[src/rtl/pack_str_pkg.sv]
// Shared beat type for the pack_str lanes and the arbiter's state encoding.
package pack_str_pkg;

  typedef struct packed {
    logic [3:0] tag;
    logic [7:0] payload;
    logic       last;
  } pack_str_t;

  typedef enum logic [0:0] {
    IDLE = 1'b0,
    BUSY = 1'b1
  } arb_state_e;

endpackage

[src/rtl/pack_str_arbiter_if.sv]
// Request side (NUM_REQ lanes) and the single shared output channel of the arbiter.
interface pack_str_arbiter_if
  import pack_str_pkg::*;
#(
  parameter int NUM_REQ = 3
);
  localparam int GNT_W = $clog2(NUM_REQ);

  // Every stream here moves a beat on a cycle where valid and ready are both high;
  // a producer holds valid and data stable until that happens, ready never waits on a future cycle.
  logic [NUM_REQ-1:0] req_valid;
  pack_str_t          req_data [NUM_REQ];
  logic [NUM_REQ-1:0] req_ready;
  logic               out_valid;
  pack_str_t          out_data;
  logic [GNT_W-1:0]   out_grant;
  logic               out_ready;

  modport master (
    output req_valid, req_data, out_ready,
    input  req_ready, out_valid, out_data, out_grant
  );

  modport slave (
    input  req_valid, req_data, out_ready,
    output req_ready, out_valid, out_data, out_grant
  );

endinterface

[src/rtl/pack_str_arbiter_rr_pick.sv]
// Round-robin picker: first asserted request at or after ptr, wrapping past NUM_REQ-1.
module rr_pick #(
  parameter int NUM_REQ = 3
) (
  input  logic [NUM_REQ-1:0]         req,
  input  logic [$clog2(NUM_REQ)-1:0] ptr,
  output logic [$clog2(NUM_REQ)-1:0] idx,
  output logic                       any
);
  localparam int GNT_W = $clog2(NUM_REQ);

  logic [GNT_W-1:0] cand;

  always_comb begin
    idx  = '0;
    any  = 1'b0;
    cand = '0;
    for (int i = 0; i < NUM_REQ; i++) begin
      cand = GNT_W'((int'(ptr) + i) % NUM_REQ);
      if (!any && req[cand]) begin
        any = 1'b1;
        idx = cand;
      end
    end
  end

endmodule

[src/rtl/pack_str_arbiter.sv]
// Round-robin burst arbiter sharing one registered pack_str_t channel among NUM_REQ lanes.
module pack_str_arbiter
  import pack_str_pkg::*;
#(
  parameter int NUM_REQ   = 3,
  parameter int MAX_BURST = 4
) (
  input  logic                             clk,
  input  logic                             rst,
  pack_str_arbiter_if.slave                bus,
  output logic                             busy,
  output arb_state_e                       dbg_state_o,
  output logic [$clog2(NUM_REQ)-1:0]       dbg_grant_o,
  output logic [$clog2(NUM_REQ)-1:0]       dbg_ptr_o,
  output logic [$clog2(MAX_BURST+1)-1:0]   dbg_beat_cnt_o
);
  localparam int GNT_W = $clog2(NUM_REQ);
  localparam int CNT_W = $clog2(MAX_BURST + 1);

  arb_state_e       state_q, state_d;
  logic [GNT_W-1:0] grant_q, grant_d;
  logic [GNT_W-1:0] ptr_q, ptr_d;
  logic [CNT_W-1:0] cnt_q, cnt_d;
  logic             out_valid_q, out_valid_d;
  pack_str_t        out_data_q, out_data_d;
  logic [GNT_W-1:0] out_grant_q, out_grant_d;

  logic [NUM_REQ-1:0] req_ready;
  logic               xfer;
  logic [GNT_W-1:0]   pick_idx;
  logic               pick_any;

  rr_pick #(.NUM_REQ(NUM_REQ)) u_pick (
    .req (bus.req_valid),
    .ptr (ptr_q),
    .idx (pick_idx),
    .any (pick_any)
  );

  always_ff @(posedge clk) begin
    if (rst) begin
      state_q     <= IDLE;
      grant_q     <= '0;
      ptr_q       <= '0;
      cnt_q       <= '0;
      out_valid_q <= 1'b0;
      out_data_q  <= '0;
      out_grant_q <= '0;
    end else begin
      state_q     <= state_d;
      grant_q     <= grant_d;
      ptr_q       <= ptr_d;
      cnt_q       <= cnt_d;
      out_valid_q <= out_valid_d;
      out_data_q  <= out_data_d;
      out_grant_q <= out_grant_d;
    end
  end

  always_comb begin
    state_d     = state_q;
    grant_d     = grant_q;
    ptr_d       = ptr_q;
    cnt_d       = cnt_q;
    out_valid_d = out_valid_q;
    out_data_d  = out_data_q;
    out_grant_d = out_grant_q;
    req_ready   = '0;
    xfer        = 1'b0;

    // A drained output register empties unless a new beat lands in the same cycle.
    if (out_valid_q && bus.out_ready) out_valid_d = 1'b0;

    unique case (state_q)
      IDLE: begin
        if (pick_any) begin
          grant_d = pick_idx;
          cnt_d   = '0;
          state_d = BUSY;
        end
      end
      BUSY: begin
        req_ready[grant_q] = !out_valid_q || bus.out_ready;
        xfer = bus.req_valid[grant_q] && req_ready[grant_q];
        if (xfer) begin
          out_valid_d = 1'b1;
          out_data_d  = bus.req_data[grant_q];
          out_grant_d = grant_q;
          cnt_d       = cnt_q + CNT_W'(1);
        end
        // A dropped valid forfeits the rest of the burst but still advances the rotation.
        if ((xfer && cnt_q == CNT_W'(MAX_BURST - 1)) || !bus.req_valid[grant_q]) begin
          state_d = IDLE;
          ptr_d   = (grant_q == GNT_W'(NUM_REQ - 1)) ? '0 : grant_q + GNT_W'(1);
          cnt_d   = '0;
        end
      end
      default: state_d = IDLE;
    endcase
  end

  assign bus.req_ready = req_ready;
  assign bus.out_valid = out_valid_q;
  assign bus.out_data  = out_data_q;
  assign bus.out_grant = out_grant_q;

  assign busy           = (state_q == BUSY);
  assign dbg_state_o    = state_q;
  assign dbg_grant_o    = grant_q;
  assign dbg_ptr_o      = ptr_q;
  assign dbg_beat_cnt_o = cnt_q;

endmodule
[src/flat_wrapper.sv]
// flat-port wrapper written by rule: the top's interface ports become plain ports
module pack_str_arbiter_flat import pack_str_pkg::*;
#(
  parameter int NUM_REQ   = 3,
  parameter int MAX_BURST = 4
)
  (clk, rst, busy, dbg_state_o, dbg_grant_o, dbg_ptr_o, dbg_beat_cnt_o, bus_req_valid, bus_req_data, bus_out_ready, bus_req_ready, bus_out_valid, bus_out_data, bus_out_grant);
  pack_str_arbiter_if #(.NUM_REQ(NUM_REQ)) bus_i ();
  input  logic clk;
  input  logic rst;
  output logic busy;
  output arb_state_e dbg_state_o;
  output logic [$clog2(NUM_REQ)-1:0] dbg_grant_o;
  output logic [$clog2(NUM_REQ)-1:0] dbg_ptr_o;
  output logic [$clog2(MAX_BURST+1)-1:0] dbg_beat_cnt_o;
  input wire logic [$bits(bus_i.req_valid)-1:0] bus_req_valid;
  input wire logic [$bits(bus_i.req_data)-1:0] bus_req_data;
  input wire logic [$bits(bus_i.out_ready)-1:0] bus_out_ready;
  output wire logic [$bits(bus_i.req_ready)-1:0] bus_req_ready;
  output wire logic [$bits(bus_i.out_valid)-1:0] bus_out_valid;
  output wire logic [$bits(bus_i.out_data)-1:0] bus_out_data;
  output wire logic [$bits(bus_i.out_grant)-1:0] bus_out_grant;
  assign bus_i.req_valid = bus_req_valid;
  assign bus_i.req_data = {>>{bus_req_data}};
  assign bus_i.out_ready = bus_out_ready;
  assign bus_req_ready = bus_i.req_ready;
  assign bus_out_valid = bus_i.out_valid;
  assign bus_out_data = bus_i.out_data;
  assign bus_out_grant = bus_i.out_grant;
  pack_str_arbiter #(.NUM_REQ(NUM_REQ), .MAX_BURST(MAX_BURST)) u_core (.clk(clk), .rst(rst), .bus(bus_i), .busy(busy), .dbg_state_o(dbg_state_o), .dbg_grant_o(dbg_grant_o), .dbg_ptr_o(dbg_ptr_o), .dbg_beat_cnt_o(dbg_beat_cnt_o));
endmodule
[config.mk]
export PLATFORM = sky130hd
export DESIGN_NAME = pack_str_arbiter_flat
export DESIGN_NICKNAME = d
export VERILOG_FILES = /design/src/rtl/pack_str_pkg.sv /design/src/rtl/pack_str_arbiter_if.sv /design/src/rtl/pack_str_arbiter_rr_pick.sv /design/src/rtl/pack_str_arbiter.sv /design/src/flat_wrapper.sv
export SDC_FILE = /design/constraint.sdc
export NUM_CORES = 1
export LEC_CHECK = 0
export BUFFER_PORTS_ARGS = -buffer_cell sky130_fd_sc_hd__buf_2
export CORE_AREA = 2 2 71 73
export CTS_BUF_LIST = sky130_fd_sc_hd__clkbuf_4
export DETAILED_ROUTE_END_ITERATION = 8
export DIE_AREA = 0 0 73 75
export PLACE_DENSITY = 0.66
export SYNTH_ARGS = -nofsm -noshare
export SYNTH_HDL_FRONTEND = slang
export SYNTH_HIERARCHICAL = 1
export SYNTH_SLANG_ARGS = --single-unit
[constraint.sdc]
create_clock -name clk -period 2.7 [get_ports clk]
set_input_delay 0.54 -clock clk [delete_from_list [all_inputs] [get_ports clk]]
set_output_delay 0.54 -clock clk [all_outputs]
set_load 0.05 [all_outputs]
==> flow_summary.json <==
{
  "synth_cell_types": 38,
  "synth_edf_count": 0,
  "initial_utilization": 0.341,
  "async_flop_share": 0,
  "num-fill-cells": 466,
  "ys_warn_count": 6,
  "wirelength_um": 4130,
  "cts_sinks": 24,
  "slew_headroom": 0.483,
  "finalCriticalPeriod_ps": 2480,
  "clockBufferDepth": 2,
  "io_buffers": 72,
  "min_path_type": "register to register",
  "fin_setup_tns_ps": 0,
  "die_h_um": 75,
  "power_density_nw_per_um2": 634,
  "antenna_left": 0,
  "dr.pass1.iters": 4,
  "finalNetCount": 299,
  "p_int_w": 0.000674,
  "numCtsBuffers": 3,
  "syn_area_per_cell_sq_um": 8.73,
  "drv_cap": 0,
  "num_vias": 1543,
  "p_seq_frac": 0.346,
  "crit_type": "register to register",
  "crit_start": "u_core/dbg_ptr_o[0]$_SDFFE_PP0P_",
  "cts_hold_buf": 0,
  "antenna_cells": 0,
  "status": "completed",
  "wl_per_cell_um": 13.7,
  "use_met1": 0.202,
  "routabilityCongestion": 0.874,
  "met3_usage": 0.0214,
  "vdd_drop_max_uv": 270,
  "period_share": 0.919,
  "dieArea_sq_um": 5480,
  "fmax_ghz": 0.403,
  "synthCells": 182,
  "grt_overflow": 0,
  "place_hpwl_um": 3130,
  "core_region_area_sq_um": 4660,
  "fin_worst_skew_ps": 5.76,
  "synth-main-ff-cell": "dfxtp_1",
  "final_core_util": 0.430,
  "place_area_sq_um": 1970,
  "ys_seq_area_frac": 0.302,
  "die_x_um": 73,
  "layout-drive-gt1-share": 0.403,
  "final-hold-violation-count": 0,
  "cts-root-buf": "clkbuf_4",
  "grt.total_usage": 0.148,
  "crit_fanout": 6,
  "power.leakage_nw": 0.866,
  "setup_viol": 0,
  "start_kind": "register",
  "required_ps": 2970,
  "grt_pass1_vias": 1345,
  "via_per_inst": 5.11,
  "grt_pass1_wl_um": 6420,
  "finalMaxSlewViolations": 0,
  "cts_tree": "yes",
  "tightest_slew_ps": 774,
  "drc": 0,
  "synth.area.top_cells": "dfxtp_1 (30%), mux2i_1 (11%), a21oi_1 (9.4%)",
  "min_from": "u_core/dbg_beat_cnt_o[2]$_SDFFE_PP0P_",
  "switching_share": 0.470,
  "drtIter0Drc": 101,
  "antenna_found_initial": 0,
  "ys_top_cells_by_count": "a21oi_1 (30), dfxtp_1 (24), mux2i_1 (18), nor2_1 (18), inv_1 (11)",
  "netlist.area_leader.share": 0.302,
  "p_comb_frac": 0.532,
  "met2_usage": 0.249,
  "syn_nets": 232,
  "synth_top_cell_by_area": "dfxtp_1",
  "grt_busiest_layer": "met2",
  "end_kind": "register",
  "grt_max_degree": 24,
  "synth_most_common_cell": "a21oi_1",
  "area_growth_pct": 26.2,
  "worstReg2RegStart": "u_core/dbg_ptr_o[0]$_SDFFE_PP0P_",
  "p_sw_w": 0.000598,
  "ys_ff_latch": 24,
  "h-tree-depth": 1,
  "rsz0062_at_grt": "no",
  "cp_data_arrival_time_ps": 2750,
  "netlist_area_sq_um": 1590,
  "path_clk_slew_ps": 130,
  "ioPinCount": 73,
  "rows": 25,
  "insertion_delay_ps": 310,
  "clock_power_share": 0.122,
  "layout.cell_area.non_filler_sq_um": 2010
}
final timing paths:
kind                                           end  slack (ps)  cells after the start
max          u_core/dbg_beat_cnt_o[0]$_SDFFE_PP0P_         220                      9
min          u_core/dbg_beat_cnt_o[2]$_SDFFE_PP0P_         530                      1
max reg2reg  u_core/dbg_beat_cnt_o[0]$_SDFFE_PP0P_         220                      9
min reg2reg  u_core/dbg_beat_cnt_o[2]$_SDFFE_PP0P_         530                      1
repair_timing:
item | 4_1_cts | 5_1_grt
resized for setup | 0 | 2
setup endpoints to repair | 0 | 3
setup buffers | 0 | 0
logic make-up after synthesis:
family,count (synthesis),synth area share
compound gates,62,0.305
fa+ha+maj,5,0.0394
buf+inv,25,0.0803
flops,24,0.302
mux,19,0.122
simple gates,47,0.151
layer usage:
metal | routed length (um) | up-vias
met5 | 0 | -
met4 | 46 | 0
met3 | 191 | 4
met2 | 2020 | 46
met1 | 1870 | 697
li1 | - | 796
power groups by stage:
stage | clock (W) | combinational (W) | sequential [W]
2_1_floorplan | 0 | 0.000385 | 0.000596
3_3_place_gp | 0 | 0.000668 | 0.000447
3_5_place_dp | 0 | 0.000674 | 0.000447
4_1_cts | 0.000162 | 0.000675 | 0.000440
5_1_grt | 0.000180 | 0.000729 | 0.000447
6_report | 0.000156 | 0.000677 | 0.000439
flip-flops by register name (all words and copies together), names as in the netlist:
register,count
u_core/dbg_grant_o,2
u_core/bus.out_data,13
u_core/dbg_beat_cnt_o,3
u_core/busy,1
u_core/bus.out_valid,1
u_core/dbg_ptr_o,2
u_core/bus.out_grant,2
layout by cell type (no fill, tap or decap), drive strengths merged, types with 3 or more instances in the layout:
cell / netlist / routed
a31oi: 3 / 3
nor3: 5 / 5
buf: 10 / 76
nor2: 19 / 19
dfxtp: 24 / 24
ha: 5 / 5
clkbuf: 4 / 3
inv: 11 / 11
a21oi: 30 / 30
mux2i: 19 / 19
or3: 3 / 3
nor4: 3 / 3
a31o: 3 / 3
a211oi: 14 / 14
nor2b: 3 / 3
nand2: 4 / 4
o21ai: 3 / 3
nand3b: 3 / 3
worst max-delay path: stages (launching register included):
cell and delay, ps:
dfxtp_1 410, inv_1 70, ha_2 380, mux2i_1 190, o21ai_0 130, or3_2 430, nor2b_1 200, a31oi_2 230
a21boi_2 240, a31o_1 150
through the flow:
step / setup slack (ps) / power [W] / hold WS, ps / instances
2_1_floorplan: 29.6 / 0.000981 / 715 / 182
5_1_grt: 27.2 / 0.00136 / 535 / 302
6_report: 219 / 0.00127 / 527 / 302
4_1_cts: 146 / 0.00128 / 533 / 302
3_3_place_gp: 232 / 0.00111 / 497 / 298
3_5_place_dp: 179 / 0.00112 / 501 / 298
area by class of cell:
cell class,count,area (sq um),share of cell area
well taps,54,67.6,0.0337
multi-input cells,133,1000,0.498
inverters,11,41.3,0.0206
clock inverters,1,3.75,0.00187
flip-flops and latches,24,480,0.240
clock buffers,3,22.5,0.0112
repair buffers,76,390,0.195
Note: power is estimated with default switching activity, not from simulation.
